### src/rtl/data_mem_unit_pkg.sv
// Shared types and constants for the data-memory responder.
package data_mem_unit_pkg;

  // Access sequencer states
  typedef enum logic [1:0] {
    Idle  = 2'd0,
    Wait  = 2'd1,
    Done  = 2'd2,
    Fault = 2'd3
  } mem_state_t;

  // Legal low-aligned lane masks (byte, half, word, dword)
  localparam logic [7:0] BeByte  = 8'h01;
  localparam logic [7:0] BeHalf  = 8'h03;
  localparam logic [7:0] BeWord  = 8'h0F;
  localparam logic [7:0] BeDword = 8'hFF;

  // Width of the wait-cycle counter
  localparam int CntW = 8;

  // Number of address bits that select a byte lane within a bus word
  function automatic int lane_bits(input int data_size);
    return $clog2(data_size / 8);
  endfunction

endpackage

### src/rtl/data_mem_unit_if.sv
// Wishbone-classic bus bundle between the responder and RAM/peripherals.
interface data_mem_unit_if #(
  parameter int DATA_SIZE = 32
);
  localparam int NB = DATA_SIZE / 8;

  logic                 wb_cyc;
  logic                 wb_stb;
  logic                 wb_we;
  logic [DATA_SIZE-1:0] wb_adr;
  logic [NB-1:0]        wb_sel;
  logic [DATA_SIZE-1:0] wb_dat_o;
  logic [DATA_SIZE-1:0] wb_dat_i;
  logic                 wb_ack;

  modport master (
    output wb_cyc, wb_stb, wb_we, wb_adr, wb_sel, wb_dat_o,
    input  wb_dat_i, wb_ack
  );

  modport slave (
    input  wb_cyc, wb_stb, wb_we, wb_adr, wb_sel, wb_dat_o,
    output wb_dat_i, wb_ack
  );

endinterface

### src/rtl/data_mem_unit_load_store_aligner.sv
// Combinational byte-lane steering: store shift and lane select, load
// shift/mask/extend, and legality/alignment check of a request.
module data_mem_unit_load_store_aligner
  import data_mem_unit_pkg::*;
#(
  parameter int DATA_SIZE = 32,
  localparam int NB = DATA_SIZE / 8,
  localparam int LB = $clog2(NB)
) (
  input  logic [LB-1:0]        st_off,
  input  logic [NB-1:0]        st_be,
  input  logic [DATA_SIZE-1:0] st_data,
  output logic [NB-1:0]        st_sel,
  output logic [DATA_SIZE-1:0] st_dat,
  output logic                 st_bad,
  input  logic [LB-1:0]        ld_off,
  input  logic [NB-1:0]        ld_be,
  input  logic                 ld_signed,
  input  logic [DATA_SIZE-1:0] ld_raw,
  output logic [DATA_SIZE-1:0] ld_data
);

  logic [LB-1:0]        amask;
  logic                 legal;
  logic [DATA_SIZE-1:0] shifted;
  logic                 sign_bit;
  logic                 fill;

  // Store side: move low-aligned data and lane mask up to the addressed lanes
  always_comb begin
    st_sel = NB'(st_be << st_off);
    st_dat = st_data << {st_off, 3'b000};
  end

  // Legal lane mask and natural alignment; the mask picks offset bits that must be zero
  always_comb begin
    legal = 1'b0;
    amask = '0;
    if (st_be == NB'(BeByte)) begin
      legal = 1'b1;
      amask = '0;
    end else if (st_be == NB'(BeHalf)) begin
      legal = 1'b1;
      amask = LB'(1);
    end else if (st_be == NB'(BeWord)) begin
      legal = 1'b1;
      amask = LB'(3);
    end else if ((NB == 8) && (st_be == NB'(BeDword))) begin
      legal = 1'b1;
      amask = LB'(7);
    end
    st_bad = ~legal | (|(st_off & amask));
  end

  // Load side: bring the addressed lanes down, keep enabled bytes, extend the rest
  always_comb begin
    shifted = ld_raw >> {ld_off, 3'b000};
    if (ld_be == NB'(BeByte)) begin
      sign_bit = shifted[7];
    end else if (ld_be == NB'(BeHalf)) begin
      sign_bit = shifted[15];
    end else if (ld_be == NB'(BeWord)) begin
      sign_bit = shifted[31];
    end else begin
      sign_bit = shifted[DATA_SIZE-1];
    end
    fill    = ld_signed & sign_bit;
    ld_data = '0;
    for (int i = 0; i < NB; i++) begin
      ld_data[8*i +: 8] = ld_be[i] ? shifted[8*i +: 8] : {8{fill}};
    end
  end

endmodule

### src/rtl/data_mem_unit.sv
// Data-memory responder: turns each core load/store into one Wishbone
// classic cycle, stalls the core while it runs and reports faults.
module data_mem_unit
  import data_mem_unit_pkg::*;
#(
  parameter int DATA_SIZE = 32,
  parameter int TIMEOUT   = 255
) (
  input  logic                   clock,
  input  logic                   reset,
  input  logic                   rd_en,
  input  logic                   wr_en,
  input  logic [DATA_SIZE-1:0]   addr,
  input  logic [DATA_SIZE-1:0]   wr_data,
  input  logic [DATA_SIZE/8-1:0] byte_en,
  input  logic                   rd_signed,
  output logic [DATA_SIZE-1:0]   rd_data,
  output logic                   mem_busy,
  output logic                   access_fault,
  data_mem_unit_if.master        bus
);

  localparam int NB = DATA_SIZE / 8;
  localparam int LB = lane_bits(DATA_SIZE);
  localparam logic [CntW-1:0]      TimeoutLast = CntW'(TIMEOUT - 1);
  localparam logic [CntW-1:0]      TimeoutMax  = CntW'(TIMEOUT);
  localparam logic [DATA_SIZE-1:0] AdrMask     = ~DATA_SIZE'(NB - 1);

  mem_state_t           state_q, state_d;
  logic [CntW-1:0]      cnt_q, cnt_d;
  logic                 cyc_q, cyc_d;
  logic                 we_q, we_d;
  logic [DATA_SIZE-1:0] adr_q, adr_d;
  logic [NB-1:0]        sel_q, sel_d;
  logic [DATA_SIZE-1:0] dat_o_q, dat_o_d;
  logic [DATA_SIZE-1:0] rd_data_q, rd_data_d;
  logic                 fault_q, fault_d;
  logic                 ld_signed_q, ld_signed_d;
  logic [NB-1:0]        ld_be_q, ld_be_d;
  logic [LB-1:0]        ld_off_q, ld_off_d;

  logic                 req;
  logic                 bad;
  logic                 align_bad;
  logic [NB-1:0]        st_sel;
  logic [DATA_SIZE-1:0] st_dat;
  logic [DATA_SIZE-1:0] ld_data;

  data_mem_unit_load_store_aligner #(
    .DATA_SIZE (DATA_SIZE)
  ) u_aligner (
    .st_off    (addr[LB-1:0]),
    .st_be     (byte_en),
    .st_data   (wr_data),
    .st_sel    (st_sel),
    .st_dat    (st_dat),
    .st_bad    (align_bad),
    .ld_off    (ld_off_q),
    .ld_be     (ld_be_q),
    .ld_signed (ld_signed_q),
    .ld_raw    (bus.wb_dat_i),
    .ld_data   (ld_data)
  );

  assign req = rd_en | wr_en;
  assign bad = (rd_en & wr_en) | align_bad;

  // The core is stalled for as long as a request is pending and not yet retired
  assign mem_busy     = req & (state_q != Done) & (state_q != Fault);
  assign access_fault = fault_q;
  assign rd_data      = rd_data_q;

  assign bus.wb_cyc   = cyc_q;
  assign bus.wb_stb   = cyc_q;
  assign bus.wb_we    = we_q;
  assign bus.wb_adr   = adr_q;
  assign bus.wb_sel   = sel_q;
  assign bus.wb_dat_o = dat_o_q;

  // Next-state, bus register and load-result computation
  always_comb begin
    state_d     = state_q;
    cnt_d       = cnt_q;
    cyc_d       = cyc_q;
    we_d        = we_q;
    adr_d       = adr_q;
    sel_d       = sel_q;
    dat_o_d     = dat_o_q;
    rd_data_d   = rd_data_q;
    fault_d     = 1'b0;
    ld_signed_d = ld_signed_q;
    ld_be_d     = ld_be_q;
    ld_off_d    = ld_off_q;

    unique case (state_q)
      Idle: begin
        if (req) begin
          if (bad) begin
            state_d = Fault;
            fault_d = 1'b1;
          end else begin
            state_d     = Wait;
            cnt_d       = '0;
            cyc_d       = 1'b1;
            we_d        = wr_en;
            adr_d       = addr & AdrMask;
            sel_d       = st_sel;
            dat_o_d     = st_dat;
            ld_signed_d = rd_signed;
            ld_be_d     = byte_en;
            ld_off_d    = addr[LB-1:0];
          end
        end
      end

      Wait: begin
        // An ack on the last permitted cycle still completes normally
        if (bus.wb_ack) begin
          state_d = Done;
          cyc_d   = 1'b0;
          we_d    = 1'b0;
          if (!we_q) begin
            rd_data_d = ld_data;
          end
        end else begin
          cnt_d = (cnt_q == TimeoutMax) ? cnt_q : cnt_q + CntW'(1);
          if (cnt_q >= TimeoutLast) begin
            state_d = Done;
            fault_d = 1'b1;
            cyc_d   = 1'b0;
            we_d    = 1'b0;
            if (!we_q) begin
              rd_data_d = '0;
            end
          end
        end
      end

      Done: begin
        state_d = Idle;
        cnt_d   = '0;
      end

      Fault: begin
        state_d = Idle;
      end

      default: begin
        state_d = Idle;
      end
    endcase
  end

  // State, counter and output registers; reset drops any bus cycle in flight
  always_ff @(posedge clock) begin
    if (!reset) begin
      state_q     <= Idle;
      cnt_q       <= '0;
      cyc_q       <= 1'b0;
      we_q        <= 1'b0;
      adr_q       <= '0;
      sel_q       <= '0;
      dat_o_q     <= '0;
      rd_data_q   <= '0;
      fault_q     <= 1'b0;
      ld_signed_q <= 1'b0;
      ld_be_q     <= '0;
      ld_off_q    <= '0;
    end else begin
      state_q     <= state_d;
      cnt_q       <= cnt_d;
      cyc_q       <= cyc_d;
      we_q        <= we_d;
      adr_q       <= adr_d;
      sel_q       <= sel_d;
      dat_o_q     <= dat_o_d;
      rd_data_q   <= rd_data_d;
      fault_q     <= fault_d;
      ld_signed_q <= ld_signed_d;
      ld_be_q     <= ld_be_d;
      ld_off_q    <= ld_off_d;
    end
  end

endmodule

### src/flat_wrapper.sv
// flat-port wrapper written by rule: the top's interface ports become plain ports
module data_mem_unit_flat import data_mem_unit_pkg::*;
#(
  parameter int DATA_SIZE = 32,
  parameter int TIMEOUT   = 255
)
  (clock, reset, rd_en, wr_en, addr, wr_data, byte_en, rd_signed, rd_data, mem_busy, access_fault, bus_wb_cyc, bus_wb_stb, bus_wb_we, bus_wb_adr, bus_wb_sel, bus_wb_dat_o, bus_wb_dat_i, bus_wb_ack);
  data_mem_unit_if #(.DATA_SIZE(DATA_SIZE)) bus_i ();
  input  logic clock;
  input  logic reset;
  input  logic rd_en;
  input  logic wr_en;
  input  logic [DATA_SIZE-1:0] addr;
  input  logic [DATA_SIZE-1:0] wr_data;
  input  logic [DATA_SIZE/8-1:0] byte_en;
  input  logic rd_signed;
  output logic [DATA_SIZE-1:0] rd_data;
  output logic mem_busy;
  output logic access_fault;
  output wire logic [$bits(bus_i.wb_cyc)-1:0] bus_wb_cyc;
  output wire logic [$bits(bus_i.wb_stb)-1:0] bus_wb_stb;
  output wire logic [$bits(bus_i.wb_we)-1:0] bus_wb_we;
  output wire logic [$bits(bus_i.wb_adr)-1:0] bus_wb_adr;
  output wire logic [$bits(bus_i.wb_sel)-1:0] bus_wb_sel;
  output wire logic [$bits(bus_i.wb_dat_o)-1:0] bus_wb_dat_o;
  input wire logic [$bits(bus_i.wb_dat_i)-1:0] bus_wb_dat_i;
  input wire logic [$bits(bus_i.wb_ack)-1:0] bus_wb_ack;
  assign bus_wb_cyc = bus_i.wb_cyc;
  assign bus_wb_stb = bus_i.wb_stb;
  assign bus_wb_we = bus_i.wb_we;
  assign bus_wb_adr = bus_i.wb_adr;
  assign bus_wb_sel = bus_i.wb_sel;
  assign bus_wb_dat_o = bus_i.wb_dat_o;
  assign bus_i.wb_dat_i = bus_wb_dat_i;
  assign bus_i.wb_ack = bus_wb_ack;
  data_mem_unit #(.DATA_SIZE(DATA_SIZE), .TIMEOUT(TIMEOUT)) u_core (.clock(clock), .reset(reset), .rd_en(rd_en), .wr_en(wr_en), .addr(addr), .wr_data(wr_data), .byte_en(byte_en), .rd_signed(rd_signed), .rd_data(rd_data), .mem_busy(mem_busy), .access_fault(access_fault), .bus(bus_i));
endmodule
### config.mk
export PLATFORM = sky130hd
export DESIGN_NAME = data_mem_unit_flat
export DESIGN_NICKNAME = d
export VERILOG_FILES = /design/src/rtl/data_mem_unit_pkg.sv /design/src/rtl/data_mem_unit_if.sv /design/src/rtl/data_mem_unit_load_store_aligner.sv /design/src/rtl/data_mem_unit.sv /design/src/flat_wrapper.sv
export SDC_FILE = /design/constraint.sdc
export NUM_CORES = 1
export LEC_CHECK = 0
export ABC_CLOCK_PERIOD_IN_PS = 2800
export CORE_MARGIN = 3
export CORE_UTILIZATION = 48
export DETAILED_ROUTE_END_ITERATION = 8
export GPL_ROUTABILITY_DRIVEN = 0
export PLACE_DENSITY_LB_ADDON = 0.15
export SLEW_MARGIN = 15
export SYNTH_ARGS = -nofsm -noshare
export SYNTH_HDL_FRONTEND = slang
export SYNTH_SLANG_ARGS = --single-unit
### constraint.sdc
create_clock -name clock -period 2.8 [get_ports clock]
set_clock_uncertainty 0.1 [all_clocks]
set_input_delay 0.42 -clock clock [delete_from_list [all_inputs] [get_ports clock]]
set_output_delay 0.42 -clock clock [all_outputs]
set_load 0.005 [all_outputs]
==> summary.md <==
| Metric | Value |
|---|---|
| Worst setup path endpoint | u_core.bus.wb_dat_o[20]$_SDFFE_PN0P_ |
| Type of the worst setup path | in -> reg |
| Routed length per placed instance | 18.0 um |
| Inserted Diodes | 0 |
| Area of placed instances | 7750 um2 |
| Clock transition at the registers of the reported paths | 0.06 ns |
| TritonCTS buffer count | 17 |
| Sw Ratio | 24.5% |
| Maximum number of pins on one net before global-route repair | 73 |
| Filler-free cell count of the finished design | 1018 |
| Synthesized area per cell | 8.29 um2 |
| Initial antenna violation count | 0 |
| Relative max-transition margin | 57.3% |
| Area of the mapped netlist | 5560 um2 |
| Total number of clock tree sinks | 118 |
| Depth of the most critical reg-to-reg path | 5 |
| Synth area leaders | sky130_fd_sc_hd__dfxtp_1, sky130_fd_sc_hd__nand2_1, sky130_fd_sc_hd__mux2i_1 |
| H-tree Lvls | 4 |
| Wire length of the first global-routing pass | 28.9 mm |
| Switching power summed over all nets | 1.06 mW |
| Die width | 114 um |
| Die Y-Extent | 114 um |
| Area occupied by multi-input gates | 2920 um2 |
| CTS resizes | 0 |
| Number of cell rows | 38 |
| Total overflow reported by the global router | 0 |
| Clock tree from TritonCTS | yes |
| Timing startpoint of the critical path | byte_en[1] |
| Max IR drop VDD | 0.000521 V |
| Maximum net fanout on the critical path | 51 |
| Layout cells sized above 1 | 9.91% |
| Highest cell delay on the worst timing path | 0.53 ns |
| Total negative slack for setup checks | 0 ns |
| Most numerous cell types in the synthesized netlist | sky130_fd_sc_hd__nand2_1, sky130_fd_sc_hd__dfxtp_1, sky130_fd_sc_hd__nand3_1 |
| HP Class | in -> reg |
| Startpoint of the most critical register-to-register path | u_core.state_q[0]$_SDFFE_PN0P_ |
| Core region area | 11100 um2 |
| Register area | 2360 um2 |
| Leakage dissipation | 3.15 nW |
| Overall die area | 12900 um2 |
| Endpoints failing hold | 0 |
| Number of enable-type register cells in the synthesized netlist | 0 |
| Critical Path AT | 2.52 ns |
| Global router's overall resource usage | 28.1% |
| Highest metal layer with signal wires | met4 |
| Unrepaired setup endpoints after global routing | no |
| Initial core utilization | 50.2% |
| Synthesis-stage register bit count | 118 |
| Total power per unit cell area | 519 nW/um2 |
| Total Power Consumption | 4.32 mW |
| Detailed-routed wire length on met2 | 9.07 mm |
| Number of optimization iterations in the first detailed-route pass | 6 |
| Data required time of the critical path | 2.99 ns |
| End of the worst register-to-register path | u_core.rd_data[22]$_SDFFE_PN0P_ |
| Violation count after the first detailed-route iteration | 419 |
| Power share of the sequential group | 40.2% |
| Highest achievable clock rate | 429 MHz |
| Via count of the first global-routing pass | 5766 |
| Count of nets left with antenna violations after detail routing | 0 |
| Fraction of power consumed by the clock network | 47.8% |
| Root buf cell | sky130_fd_sc_hd__clkbuf_16 |
| Routed length on met3 | 1.80 mm |
| Area share of the largest cell type after synthesis | 42.5% |
| Dominant cell by count in the synthesized netlist | sky130_fd_sc_hd__nand2_1 |
| Number of nets in the layout | 973 |
| Cell-internal power | 3.27 mW |
| Filler cells | 793 |
| Share of power burned in combinational logic | 12.0% |
| Share of flip-flops with an asynchronous set or reset after synthesis | 0% |
| Distinct cells, synth | 60 |
| Launching element type of the critical path | input port |
| Outcome | finished, final reports clean |
| Synth warnings | 0 |
| Endpoint kind of the worst setup timing path | flop |
| Period Utilization, post-route | 83.2% |
| Sequential cell area fraction in the yosys report | 42.5% |
| Placed cell count | 986 |
| Slowest stage cell on the critical path | sky130_fd_sc_hd__or3_2 |
| Ys flop type | sky130_fd_sc_hd__dfxtp_1 |
| Via total after detailed routing | 5847 |
| Layout overhead on the synthesized area | 49.8% |
| Number of setup buffers added after CTS | 0 |
| Top-Level Pins | 211 |
| Max-slew violations | 0 |
| Cell-by-cell listing of the critical path | clkdlybuf4s50_1, a211oi_2, a22oi_2, or3_2, buf_12, a221oi_1, nor3_1 |
| Number of buffers added to fix hold violations after cts | 0 |
| Worst-Margin Slew | 0.635 ns |
| R2r setup slk | 0.56 ns |
| Port-buffer cells | 208 |
| Number of violations of the max-capacitance limit | 0 |
| Via/cell ratio | 5.74 |
| Clock insertion delay at the later pin of the skew report | 0.42 ns |
| Routed length on met1 | 7.02 mm |
| Post-route cell area | 8320 um2 |
| Maximum number of buffers from clock root to sink | 2 |
| Most area-hungry cell type in the Yosys netlist | sky130_fd_sc_hd__dfxtp_1 |
| Wire length after detailed routing | 18.3 mm |
| DPL Wire Length | 13.1 mm |
| Endpoints failing setup | 0 |
| Cells after synthesis | 670 |
| Min Clock Period, post-route | 2.33 ns |
| Number of remaining DRC errors | 0 |
==> registers in the layout (all words and copies together) (netlist names) <==
signal and count:
u_core.bus.wb_cyc 1, u_core.cnt_q 8, u_core.access_fault 1, u_core.rd_data 32, u_core.bus.wb_dat_o 32, u_core.bus.wb_adr 30
u_core.ld_be_q 4, u_core.bus.wb_we 1, u_core.ld_off_q 2, u_core.ld_signed_q 1, u_core.state_q 2, u_core.bus.wb_sel 4
==> worst min-delay path by stage <==
stage | to | startpoint | cells past startpoint
floorplan | u_core.cnt_q[7]$_SDFFE_PN0P_ | u_core.cnt_q[7]$_SDFFE_PN0P_ | 1
global placement | u_core.bus.wb_adr[19]$_SDFFE_PN0P_ | u_core.bus.wb_adr[19]$_SDFFE_PN0P_ | 2
detailed placement | u_core.bus.wb_sel[1]$_SDFFE_PN0P_ | u_core.bus.wb_sel[1]$_SDFFE_PN0P_ | 2
CTS | u_core.bus.wb_cyc$_SDFFE_PN0P_ | reset | 2
global route | u_core.bus.wb_cyc$_SDFFE_PN0P_ | reset | 2
finish | u_core.bus.wb_cyc$_SDFFE_PN0P_ | reset | 2
==> placed cells by master, fill, tap and decap left out, types with 5 or more instances in the layout <==
master and count:
sky130_fd_sc_hd__o2111ai_1 9, sky130_fd_sc_hd__a22o_1 24, sky130_fd_sc_hd__buf_4 20, sky130_fd_sc_hd__dfxtp_1 118, sky130_fd_sc_hd__nor2_1 35, sky130_fd_sc_hd__a211o_1 8, sky130_fd_sc_hd__nand2_1 135, sky130_fd_sc_hd__a221oi_1 9
sky130_fd_sc_hd__and2_1 8, sky130_fd_sc_hd__inv_1 7, sky130_fd_sc_hd__nor2b_1 10, sky130_fd_sc_hd__clkbuf_16 17, sky130_fd_sc_hd__a21oi_1 50, sky130_fd_sc_hd__o21ai_0 16, sky130_fd_sc_hd__clkinvlp_4 6, sky130_fd_sc_hd__nor3_1 16
sky130_fd_sc_hd__mux2i_1 27, sky130_fd_sc_hd__a211oi_1 7, sky130_fd_sc_hd__o211ai_1 8, sky130_fd_sc_hd__mux2_2 18, sky130_fd_sc_hd__nand2b_1 5, sky130_fd_sc_hd__clkdlybuf4s50_1 206, sky130_fd_sc_hd__nand3_1 51
==> logic make-up (layout without fill, tap and decap cells) <==
| logic type | Yosys count | in the layout | share of synthesized area (%) |
|---|---|---|---|
| buffers and inverters | 63 | 270 | 5.07 |
| other | 1 | 2 | 0.0675 |
| multiplexers | 45 | 45 | 8.51 |
| AND/OR/NAND/NOR | 280 | 280 | 23.0 |
| adder cells (fa/ha/maj) | 2 | 2 | 0.450 |
| flip-flops | 118 | 118 | 42.5 |
| AO/OA/AOI/OAI | 160 | 160 | 20.3 |
| XOR/XNOR | 1 | 1 | 0.158 |
==> critical path: cells and delay by family <==
family / cells / cell delay [ns]
and+or+nand+nor: 2 / 0.61
AOI/OAI and AO/OA: 3 / 0.74
buffers and inverters: 2 / 0.74
==> per-layer routing <==
layer,global-route usage [%],vias up
li1,-,2779
met2,47.3,270
met3,10.6,32
met4,10.3,0
met1,32.5,2766
met5,0,-
==> power groups by stage <==
stage	logic [mW]	clock network, mW	registers, mW
finish	0.518	2.07	1.74
global route	0.558	2.17	1.74
CTS	0.514	2.09	1.74
detailed placement	0.507	0	1.77
global placement	0.500	0	1.77
floorplan	0.229	0	1.76
==> through the flow <==
step	hold WS, ns	worst slack, ns	utilization (%)
2_1_floorplan	0.345	0.762	-
3_3_place_gp	0.341	0.179	70.0
3_5_place_dp	0.344	0.112	70.0
4_1_cts	0.237	0.519	75.1
5_1_grt	0.250	0.369	75.1
6_report	0.249	0.469	75.1
==> layout make-up <==
| type | count | share of cell area, % |
|---|---|---|
| Clock buffer | 20 | 5.61 |
| Clock inverter | 12 | 1.25 |
| Inverter | 8 | 0.361 |
| Multi-Input combinational cell | 490 | 35.1 |
| Sequential cell | 118 | 28.4 |
| Tap cell | 140 | 2.10 |
| Timing Repair Buffer | 230 | 27.2 |
Note: power is estimated with default switching activity, not from simulation.
